===== config.mk =====
export PLATFORM = sky130hd
export DESIGN_NAME = prog_loader
export DESIGN_NICKNAME = d
export VERILOG_FILES = /design/src/rtl/eater_pkg.sv /design/src/rtl/prog_loader.sv
export SDC_FILE = /design/constraint.sdc
export NUM_CORES = 1
export LEC_CHECK = 0
export CAP_MARGIN = 20
export CORE_ASPECT_RATIO = 1.2
export CORE_MARGIN = 10
export CORE_UTILIZATION = 48
export DETAILED_ROUTE_END_ITERATION = 7
export GPL_ROUTABILITY_DRIVEN = 0
export PLACE_DENSITY = 0.85
export SYNTH_ARGS = -nofsm -noshare
export SYNTH_HDL_FRONTEND = slang
export SYNTH_SLANG_ARGS = --single-unit

===== constraint.sdc =====
create_clock -name clk -period 2 [get_ports clk]
set_input_delay 0.4 -clock clk [delete_from_list [all_inputs] [get_ports clk]]
set_output_delay 0.4 -clock clk [all_outputs]
set_load 0.005 [all_outputs]

===== src/rtl/eater_pkg.sv =====
// Shared constants and loader state type for the eater RAM subsystem.
package eater_pkg;

  localparam int unsigned ADDR_W    = 4;
  localparam int unsigned DATA_W    = 8;
  localparam int unsigned RAM_DEPTH = 1 << ADDR_W;

  typedef enum logic [2:0] {
    S_IDLE,
    S_LOAD,
    S_DRAIN,
    S_VERIFY,
    S_DONE,
    S_ERROR
  } ld_state_t;

endpackage


===== src/rtl/prog_loader.sv =====
// Streams a program into the 16x8 RAM from address 0, then optionally reads it
// back and compares checksums; holds the CPU off the bus while active.
module prog_loader #(
  parameter int unsigned ADDR_W = eater_pkg::ADDR_W,
  parameter int unsigned DATA_W = eater_pkg::DATA_W,
  parameter bit          VERIFY = 1'b1
) (
  input  logic              clk,
  input  logic              rst,
  input  logic              start,
  input  logic              in_valid,
  input  logic [DATA_W-1:0] in_data,
  input  logic              in_last,
  output logic              in_ready,
  output logic [ADDR_W-1:0] mem_address,
  output logic              ri,
  output logic              ro,
  output logic [DATA_W-1:0] mem_wdata,
  input  logic [DATA_W-1:0] mem_rdata,
  output logic              cpu_hold,
  output logic              busy,
  output logic              done,
  output logic              error,
  output logic [DATA_W-1:0] csum
);

  import eater_pkg::*;

  localparam int unsigned     DEPTH    = 1 << ADDR_W;
  localparam logic [ADDR_W:0] LAST_CNT = (ADDR_W + 1)'(DEPTH - 1);
  localparam logic [ADDR_W:0] CNT_ONE  = (ADDR_W + 1)'(1);
  localparam logic [ADDR_W-1:0] PTR_ONE = ADDR_W'(1);

  ld_state_t         state;
  logic [ADDR_W-1:0] wptr;
  logic [ADDR_W:0]   count;
  logic [ADDR_W:0]   rptr;
  logic [DATA_W-1:0] rsum;
  logic [DATA_W-1:0] csum_q;
  logic [ADDR_W-1:0] addr_q;
  logic [DATA_W-1:0] data_q;
  logic              ri_q;
  logic              xfer;
  logic              reading;

  assign xfer    = in_valid && (state == S_LOAD);
  assign reading = (state == S_VERIFY) && (rptr != count);

  always_ff @(posedge clk or posedge rst) begin
    if (rst) begin
      state  <= S_IDLE;
      wptr   <= '0;
      count  <= '0;
      rptr   <= '0;
      rsum   <= '0;
      csum_q <= '0;
      addr_q <= '0;
      data_q <= '0;
      ri_q   <= 1'b0;
    end else begin
      case (state)
        S_IDLE, S_DONE, S_ERROR: begin
          ri_q <= 1'b0;
          if (start) begin
            state  <= S_LOAD;
            wptr   <= '0;
            count  <= '0;
            rptr   <= '0;
            rsum   <= '0;
            csum_q <= '0;
          end
        end
        S_LOAD: begin
          // Accepted bytes land in the write stage; RAM write happens next cycle.
          ri_q <= xfer;
          if (xfer) begin
            addr_q <= wptr;
            data_q <= in_data;
            wptr   <= wptr + PTR_ONE;
            count  <= count + CNT_ONE;
            csum_q <= csum_q + in_data;
            if (in_last || (count == LAST_CNT))
              state <= S_DRAIN;
          end
        end
        S_DRAIN: begin
          ri_q  <= 1'b0;
          rptr  <= '0;
          rsum  <= '0;
          state <= VERIFY ? S_VERIFY : S_DONE;
        end
        S_VERIFY: begin
          ri_q <= 1'b0;
          if (reading) begin
            rsum <= rsum + mem_rdata;
            rptr <= rptr + CNT_ONE;
          end else begin
            state <= (rsum == csum_q) ? S_DONE : S_ERROR;
          end
        end
        default: begin
          ri_q  <= 1'b0;
          state <= S_IDLE;
        end
      endcase
    end
  end

  always_comb begin
    busy        = (state == S_LOAD) || (state == S_DRAIN) || (state == S_VERIFY);
    cpu_hold    = busy;
    in_ready    = (state == S_LOAD);
    done        = (state == S_DONE);
    error       = (state == S_ERROR);
    ri          = ri_q;
    ro          = reading;
    csum        = csum_q;
    mem_wdata   = ri_q ? data_q : '0;
    mem_address = '0;
    if (ri_q)
      mem_address = addr_q;
    else if (reading)
      mem_address = rptr[ADDR_W-1:0];
  end

endmodule

; ---- Yosys cells after proc, flatten, opt, wreduce, memory -nomap -nowiden
; Index checks and enable logic that the tools add are counted.
[totals]
regBits = 46
[classes]
add_sub_neg = 5
eq_ne = 13
muxes = 23
reduce_logical = 13
[ops]
columns = cell, n
row1 = two-way mux 8 bit, 4
row2 = one-hot mux 8 bit (3 select lines), 1
row3 = adder 8 bit, 2
row4 = two-way mux 4 bit, 4
row5 = one-hot mux 8 bit (2 select lines), 1
row6 = two-way mux 5 bit, 3
row7 = one-hot mux 5 bit (3 select lines), 1
row8 = two-way mux 3 bit, 4
row9 = one-hot mux 3 bit (4 select lines), 1
row10 = "adder 5 x 1 -> 5 bit, second input constant", 2
row11 = one-hot mux 5 bit (2 select lines), 1
row12 = equality test 8 bit, 1
row13 = one-hot mux 4 bit (2 select lines), 1
row14 = "equality test 3 x 2 -> 1 bit, second input constant", 2
row15 = "equality test 3 bit, second input constant", 2
row16 = "!= test 2 bit, second input constant", 3
row17 = AND reduction 3 bit, 2
row18 = "equality test 5 x 4 -> 1 bit, second input constant", 1
row19 = != test 5 bit, 1
row20 = "adder 4 x 1 -> 4 bit, second input constant", 1
row21 = "!= test 2 x 1 -> 1 bit, second input constant", 2
row22 = AND reduction 4 bit, 1
row23 = "equality test 3 x 1 -> 1 bit, second input constant", 1
row24 = logical NOT 3 bit, 1
row25 = other kinds (7), 11

; ---- Logic depth before layout (Yosys ltp)
; Gate-level depths: netlist (run 1).
[depth]
word_depth = 5
mapped_depth = 8

; ---- Worst setup path before layout (run 1)
; No wires, ideal clock.
[synth_path]
path_kind = register to register
startpoint = reg csum_q[0] (netlist: csum[0])
endpoint = reg csum_q[6] (netlist: csum[6])
setup_time_ns = 0.124
arrival_time_ns = 1.857
required_ns = 1.876
setup_slack_ns = 0.019
stages_incl_launch_ff = 8
n_path_buf = 0
period_less_slack_ns = 1.981
path_cell_list = dfrtp_1 ha_1 fa_1 a21o_1 a21oi_1 o21bai_1 mux2i_1 a211o_1
[synth_via]
elab_chain_len = 3
[synth_lines]
columns = item, line_no
row1 = from (decl), prog_loader.sv:39  ; logic [DATA_W-1:0] csum_q;
row2 = from (signal assigned), prog_loader.sv:81  ; csum_q <= csum_q + in_data;
row3 = adder 8 bit, prog_loader.sv:81
row4 = two-way mux 8 bit, prog_loader.sv:76  ; if (xfer) begin
row5 = one-hot mux 8 bit (2 select lines), prog_loader.sv:61  ; case (state)
; No other way between the ends. The select of a mux whose other input is x is not followed.
; A chain may end at the register's enable or synchronous reset.

; ---- Final worst setup path (run 1)
[layout_path]
startpoint = reg rptr[4]
endpoint = out mem_address[3]
[layout_via]
elab_chain_len = 4
[layout_lines]
columns = item, line_no
row1 = from (decl), prog_loader.sv:37  ; logic [ADDR_W:0] rptr;
row2 = from (signal assigned), prog_loader.sv:96  ; rptr <= rptr + CNT_ONE;
row3 = != test 5 bit, prog_loader.sv:47  ; assign reading = (state == S_VERIFY) && (rptr != count);
row4 = logical AND 1 bit, prog_loader.sv:47
row5 = two-way mux 4 bit, prog_loader.sv:122  ; else if (reading)
row6 = two-way mux 4 bit, prog_loader.sv:120  ; if (ri_q)
row7 = to (decl), prog_loader.sv:15  ; output logic [ADDR_W-1:0] mem_address,
; No other way between the ends.

==> impl_metrics.yaml, run 1 <==
floorplan:
  fp.dieH_um: 105
  die_width_um: 90.4
  core_mm2: 0.00571
  start_util_pct: 50.1
  num_rows: 30
  num_io_pins: 48
  dieArea_mm2: 0.00945
yosys:
  yosysSeqAreaShare_pct: 40.3
  async_reset_ff_share_pct: 100
  synth_edf_count: 0
  yosysWarnings: 0
  postSynthCellCount: 305
  synth.area.top_cells: "dfrtp_1, ha_1, nand2_1"
  syn-mean-instance-area_um2: 9.37
  synthFlopType: "dfrtp_1"
  ys_ff_latch: 46
  syn-cell-area_mm2: 0.00286
  yosys.area.top_type: "dfrtp_1"
  synth_fp_nets: 346
  ys_types: 52
  yosysTopAreaCellShare_pct: 40.3
drt:
  dr.first_iter.drc_count: 292
  vias_per_cell: 5.86
  drc_errors: 0
  vias: 2952
  antenna_left: 0
  wire_per_inst_um: 20.9
  dr.pass1.iters: 5
  drt-total-wl_mm: 10.6
critical_path:
  rr_endpoint: "csum[7]"
  crit_required_ns: 1.60
  reg2reg_depth: 6
  start_kind: "flip-flop"
  endpoint_kind: "primary output"
  arrival_ns: 1.73
  cp_max_fo: 5
  path_class: "flip-flop to primary output"
  ff2ff_setup_slack_ns: 0.02
  r2r_start: "csum[2]"
clock_tree:
  postCtsHoldBufs: 0
  numCtsBuffers: 5
  clkLatencyLatePin_ns: 0.31
  clk_pin_slew_worst_paths_ns: 0.09
  cts_sinks: 46
  cts-htree-levels: 2
  cts_tree: "done"
  cts_root_buffer: "clkbuf_8"
  clockBufferDepth: 2
layout:
  final_cells: 504
  area_delta_synth_final_pct: 47.2
  final_util_pct: 73.7
  n_antenna_cell: 0
  nNetsFinal: 464
  drive_gt1_share_pct: 30.0
  seqCellArea_mm2: 0.00115
  fillers: 371
  multi_input_area_mm2: 0.00174
run:
  cap_violations: 0
global_routing:
  grt_pass1_wl_mm: 16.5
  antenna_found_initial: 0
  grt_max_degree: 47
  grt_pass1_vias: 3134
  track_usage_pct: 21.5
  grt_overflow: 0
timing:
  fin_crit_sh_pct: 106
  hold_viol: 0
  finalMaxSlewViolations: 0
  skew_ns: 0.00339
  rsz0062_at_grt: "true"
  finalSetupViolCount: 5
  period_needed_ns: 2.13
  fin_ws_ns: -0.127
  fmax_ghz: 0.470
  worstMarginPinSlew_ns: 0.609
  relSlewSlack_pct: 58.8
  tns_ns: -0.439
pwr:
  power.share.switching_pct: 40.3
  intPower_mw: 3.58
  powerDensity_mw_per_mm2: 1430
  clkPwrFrac_pct: 14.6
  vdd_drop_max_mv: 0.819
  p_total_mw: 5.99
  share_comb_of_total_power_pct: 59.7
  p_sw_mw: 2.41
  seqPwrFrac_pct: 25.7
  leakage_nw: 2.10
min_path:
  min_path_cells: 3
  hold_end: "data_q[1]"
  hp-class: "input port to flip-flop"
  hold_start: "in_data[1]"
run_status:
  status: "complete, but fails checks"
  violations: "negative setup slack"
placement:
  dp_cells: 484
  hpwl_mm: 6.05
  port_buffers: 47
## power groups by stage
stage | sequential (mW) | combinational, mW | clock [mW]
final | 1.54 | 3.58 | 0.874
after global routing | 1.57 | 3.81 | 0.922
after CTS | 1.52 | 3.23 | 0.865
after detailed placement | 1.53 | 2.99 | 0
after global placement | 1.50 | 2.86 | 0
after floorplan | 1.51 | 1.69 | 0
## what timing repair did
action,4_1_cts,5_1_grt
gates resized for setup,50,21
buffers inserted,5,7
endpoints found under the setup margin,20,16
pin swaps,11,24
## area by class of cell
cell class,count,area share (%)
Timing Repair Buffer,123,24.6
Sequential cell,46,27.4
Tap cell,80,2.38
Clock inverter,2,1.43
Clock buffer,6,1.96
Inverter,9,0.803
Multi-Input combinational cell,238,41.4
## per-layer routing
metal,part of all wire (%),track usage [%],vias up
met5,0,0,-
met1,35,22.0,1413
met2,50,37.4,177
met3,7.8,6.28,60
li1,-,-,1302
met4,7.1,13.6,0
## stage by stage
stage               hold WS [ns]  worst slack [ns]  cell area (um^2)
finish                     0.397            -0.127              4210
global route               0.395            -0.172              4210
CTS                        0.453           -0.0727              4100
detailed placement         0.456            -0.522              3840
global placement           0.451            -0.408              3840
floorplan                  0.437            0.0193              2860
## worst max-delay path, stage by stage (launching register included)
cell	delay, ns
dfrtp_1	0.43
xnor2_2	0.17
and3_4	0.18
a21oi_4	0.17
buf_6	0.14
nand2_2	0.06
o21ai_1	0.13
buf_2	0.13
## sequential cells by signal, summed over array words and instances (netlist names)
| signal | cells |
|---|---|
| csum | 8 |
| rptr | 5 |
| state | 3 |
| wptr | 4 |
| rsum | 8 |
| count | 5 |
| addr_q | 4 |
| ri | 1 |
| data_q | 8 |
## how the worst max path moves through the flow
stage	start	endpoint	cells after the start
after floorplan	csum[0]	csum[6]	7
after global placement	in_data[0]	csum[6]	8
after detailed placement	in_data[1]	csum[7]	7
after CTS	count[4]	mem_address[3]	7
after global routing	rptr[4]	mem_address[3]	7
final	rptr[4]	mem_address[3]	7
## logic make-up after synthesis
family / after synthesis / share of synthesized area [%]
and+or+nand+nor: 119 / 20.1
AOI/OAI and AO/OA: 70 / 17.3
DFF: 46 / 40.3
xor gates and xnor gates: 26 / 7.97
buffers and inverters: 21 / 3.81
adders and majority gates: 20 / 9.29
muxes: 3 / 1.23
## placed cells by master, fill, tap and decap left out, types with 4 or more instances in the layout
cell type / instances
a211o_1: 5
a21o_1: 5
a21oi_1: 8
a22o_1: 13
and2_1: 9
buf_2: 4
buf_4: 72
clkbuf_8: 6
clkdlybuf4s50_1: 32
dfrtp_1: 45
dlygate4sd2_1: 6
ha_1: 11
ha_2: 4
inv_1: 7
nand2_1: 59
nand3b_1: 4
nand4_1: 4
nor2_1: 14
o211ai_1: 5
o21ai_0: 12
o21ai_1: 6
xnor2_1: 10
xnor2_2: 4
xor2_1: 12
## synthesized netlist by cell type, types with 3 or more instances
library cell  instances
a211o_1               5
a211oi_1              3
a21o_1                5
a21oi_1              10
a22o_1               13
and2_1                9
and3_1                4
buf_2                 3
buf_4                 3
clkbuf_1              4
dfrtp_1              46
ha_1                 18
inv_1                 8
nand2_1              60
nand3b_1              4
nand4_1               4
nor2_1               17
nor4_1                3
o211ai_1              5
o21ai_0              18
xnor2_1              14
xor2_1               12
Power figures use the tool's default switching activity.
==> run 2, diff against run 1 <==
--- a/config.mk
+++ b/config.mk
@@ -6,12 +6,14 @@
 export NUM_CORES = 1
 export LEC_CHECK = 0
 export CAP_MARGIN = 20
+export CELL_PAD_IN_SITES_DETAIL_PLACEMENT = 1
+export CELL_PAD_IN_SITES_GLOBAL_PLACEMENT = 1
 export CORE_ASPECT_RATIO = 1.2
 export CORE_MARGIN = 10
-export CORE_UTILIZATION = 48
+export CORE_UTILIZATION = 37
 export DETAILED_ROUTE_END_ITERATION = 7
 export GPL_ROUTABILITY_DRIVEN = 0
-export PLACE_DENSITY = 0.85
+export PLACE_DENSITY = 0.86
 export SYNTH_ARGS = -nofsm -noshare
 export SYNTH_HDL_FRONTEND = slang
 export SYNTH_SLANG_ARGS = --single-unit
==> impl_metrics.yaml, run 2 (synthesis gave the netlist of run 1 again) <==
timing:
  hold_viol: 0
  worstMarginPinSlew_ns: 0.521
  fmax_ghz: 0.459
  rsz0062_at_grt: "true"
  period_needed_ns: 2.18
  relSlewSlack_pct: 65.3
  fin_ws_ns: -0.180
  whs_ns: 0.411
  skew_ns: 0.0103
  fin_crit_sh_pct: 109
  finalSetupViolCount: 8
  finalMaxSlewViolations: 0
clock_tree:
  clk_pin_slew_worst_paths_ns: 0.09
  numCtsBuffers: 5
  postCtsHoldBufs: 0
  clkLatencyLatePin_ns: 0.32
  cts_tree: "done"
  cts-htree-levels: 2
  cts_root_buffer: "clkbuf_8"
  cts_sinks: 46
  clockBufferDepth: 2
critical_path:
  startpoint: "rptr[1]"
  cp_max_fo: 4
  arrival_ns: 1.78
  r2r_start: "csum[0]"
  path_class: "flip-flop to primary output"
  start_kind: "flip-flop"
  crit_required_ns: 1.60
  endpoint_kind: "primary output"
pwr:
  leakage_nw: 2.17
  power.share.switching_pct: 40.9
  intPower_mw: 3.66
  p_sw_mw: 2.54
  seqPwrFrac_pct: 25.9
  clkPwrFrac_pct: 14.6
  powerDensity_mw_per_mm2: 1420
  share_comb_of_total_power_pct: 59.5
  vdd_drop_max_mv: 0.656
global_routing:
  grt_max_degree: 47
  track_usage_pct: 18.8
  grt_overflow: 0
  grt_pass1_wl_mm: 17.3
  grt_pass1_vias: 3227
  antenna_found_initial: 0
floorplan:
  fp.dieH_um: 116
  start_util_pct: 37.5
  die_width_um: 100
  dieArea_mm2: 0.0116
  core_mm2: 0.00762
  num_rows: 35
  num_io_pins: 48
layout:
  multi_input_area_mm2: 0.00181
  seqCellArea_mm2: 0.00116
  mostFrequentLayoutCell: "buf_4"
  drive_gt1_share_pct: 33.7
  nNetsFinal: 473
  n_antenna_cell: 0
  area_delta_synth_final_pct: 53.0
  final_cell_mix: "buf_4, nand2_1, dfrtp_1"
  finalInstanceArea_mm2: 0.00437
  fillers: 882
placement:
  place_area_mm2: 0.00385
  hpwl_mm: 6.97
  port_buffers: 47
  place_ws_ns: -0.488
drt:
  dr.pass1.iters: 4
  antenna_left: 0
  wire_per_inst_um: 22.7
  drt-total-wl_mm: 11.9
  drc_errors: 0
  vias_per_cell: 5.57
  dr.first_iter.drc_count: 112
  vias: 2922
run_status:
  status: "complete, but fails checks"
  violations: "negative setup slack"
min_path:
  hp-class: "input port to flip-flop"
  hold_start: "in_data[1]"
run:
  cap_violations: 0
## run 2: cell count changes in the layout (fill, tap and decap cells not counted), moves of 4 or more
cell / change
o21ai_2: +4
buf_4: +9
o21ai_1: -6
ha_4: +4
## run 2: repair_timing
item | CTS | global route
pin swaps | 17 | 23
buffers inserted | 10 | 12
setup endpoints to repair | 22 | 25
cloned | 0 | 0
endpoints found under the hold margin | 0 | 0
gates resized for setup | 62 | 26
## run 2: worst paths after layout
check / to / slack, ns / cells after the start
setup / recovery: mem_address[3] / -0.18 / 7
hold / removal: data_q[1] / 0.41 / 3
setup reg to reg: csum[6] / -0.02 / 7
hold reg to reg: addr_q[3] / 0.48 / 2
max in group asynchronous: ri / 1.25 / 3
min in group asynchronous: data_q[3] / 0.48 / 3
## run 2: power groups by stage
stage                     registers, mW  clock network (mW)  logic [mW]
after detailed placement           1.55                   0        3.04
after CTS                          1.56               0.880        3.28
final                              1.60               0.905        3.69
after global placement             1.52                   0        2.87
after floorplan                    1.51                   0        1.69
after global routing               1.64               0.941        3.99
## run 2: layer usage
metal  track usage (%)  routed length (um)  vias up
met3              4.02                 540       50
met1              21.0                4670     1464
met2              33.1                6080       94
met4              9.15                 608        0
met5                 0                   0        -
li1                  -                   -     1314
## run 2: layout make-up
class                      count  share of cell area (%)
multi-input combinational    238                    41.4
tap                           92                    2.63
sequential                    46                    26.4
clock buffer                   6                    1.89
inverter                       9                   0.773
timing repair buffer         132                    25.5
clock inverter                 2                    1.37
## run 2: worst max-delay path: stages (launching register included)
cell and delay (ns):
dfrtp_1 0.44, xnor2_2 0.17, and2_4 0.18, a21oi_4 0.15, buf_6 0.12, nand2_1 0.09, o21ai_2 0.18, buf_2 0.14
## run 2: stage by stage
stage	util, %	TNS (ns)	power, mW	std cells
finish	57.4	-0.779	6.20	525
detailed placement	50.6	-4.19	4.58	495
floorplan	-	0	3.19	305
CTS	54.9	-0.459	5.72	513
global route	57.4	-1.43	6.57	525
global placement	50.6	-3.22	4.39	495
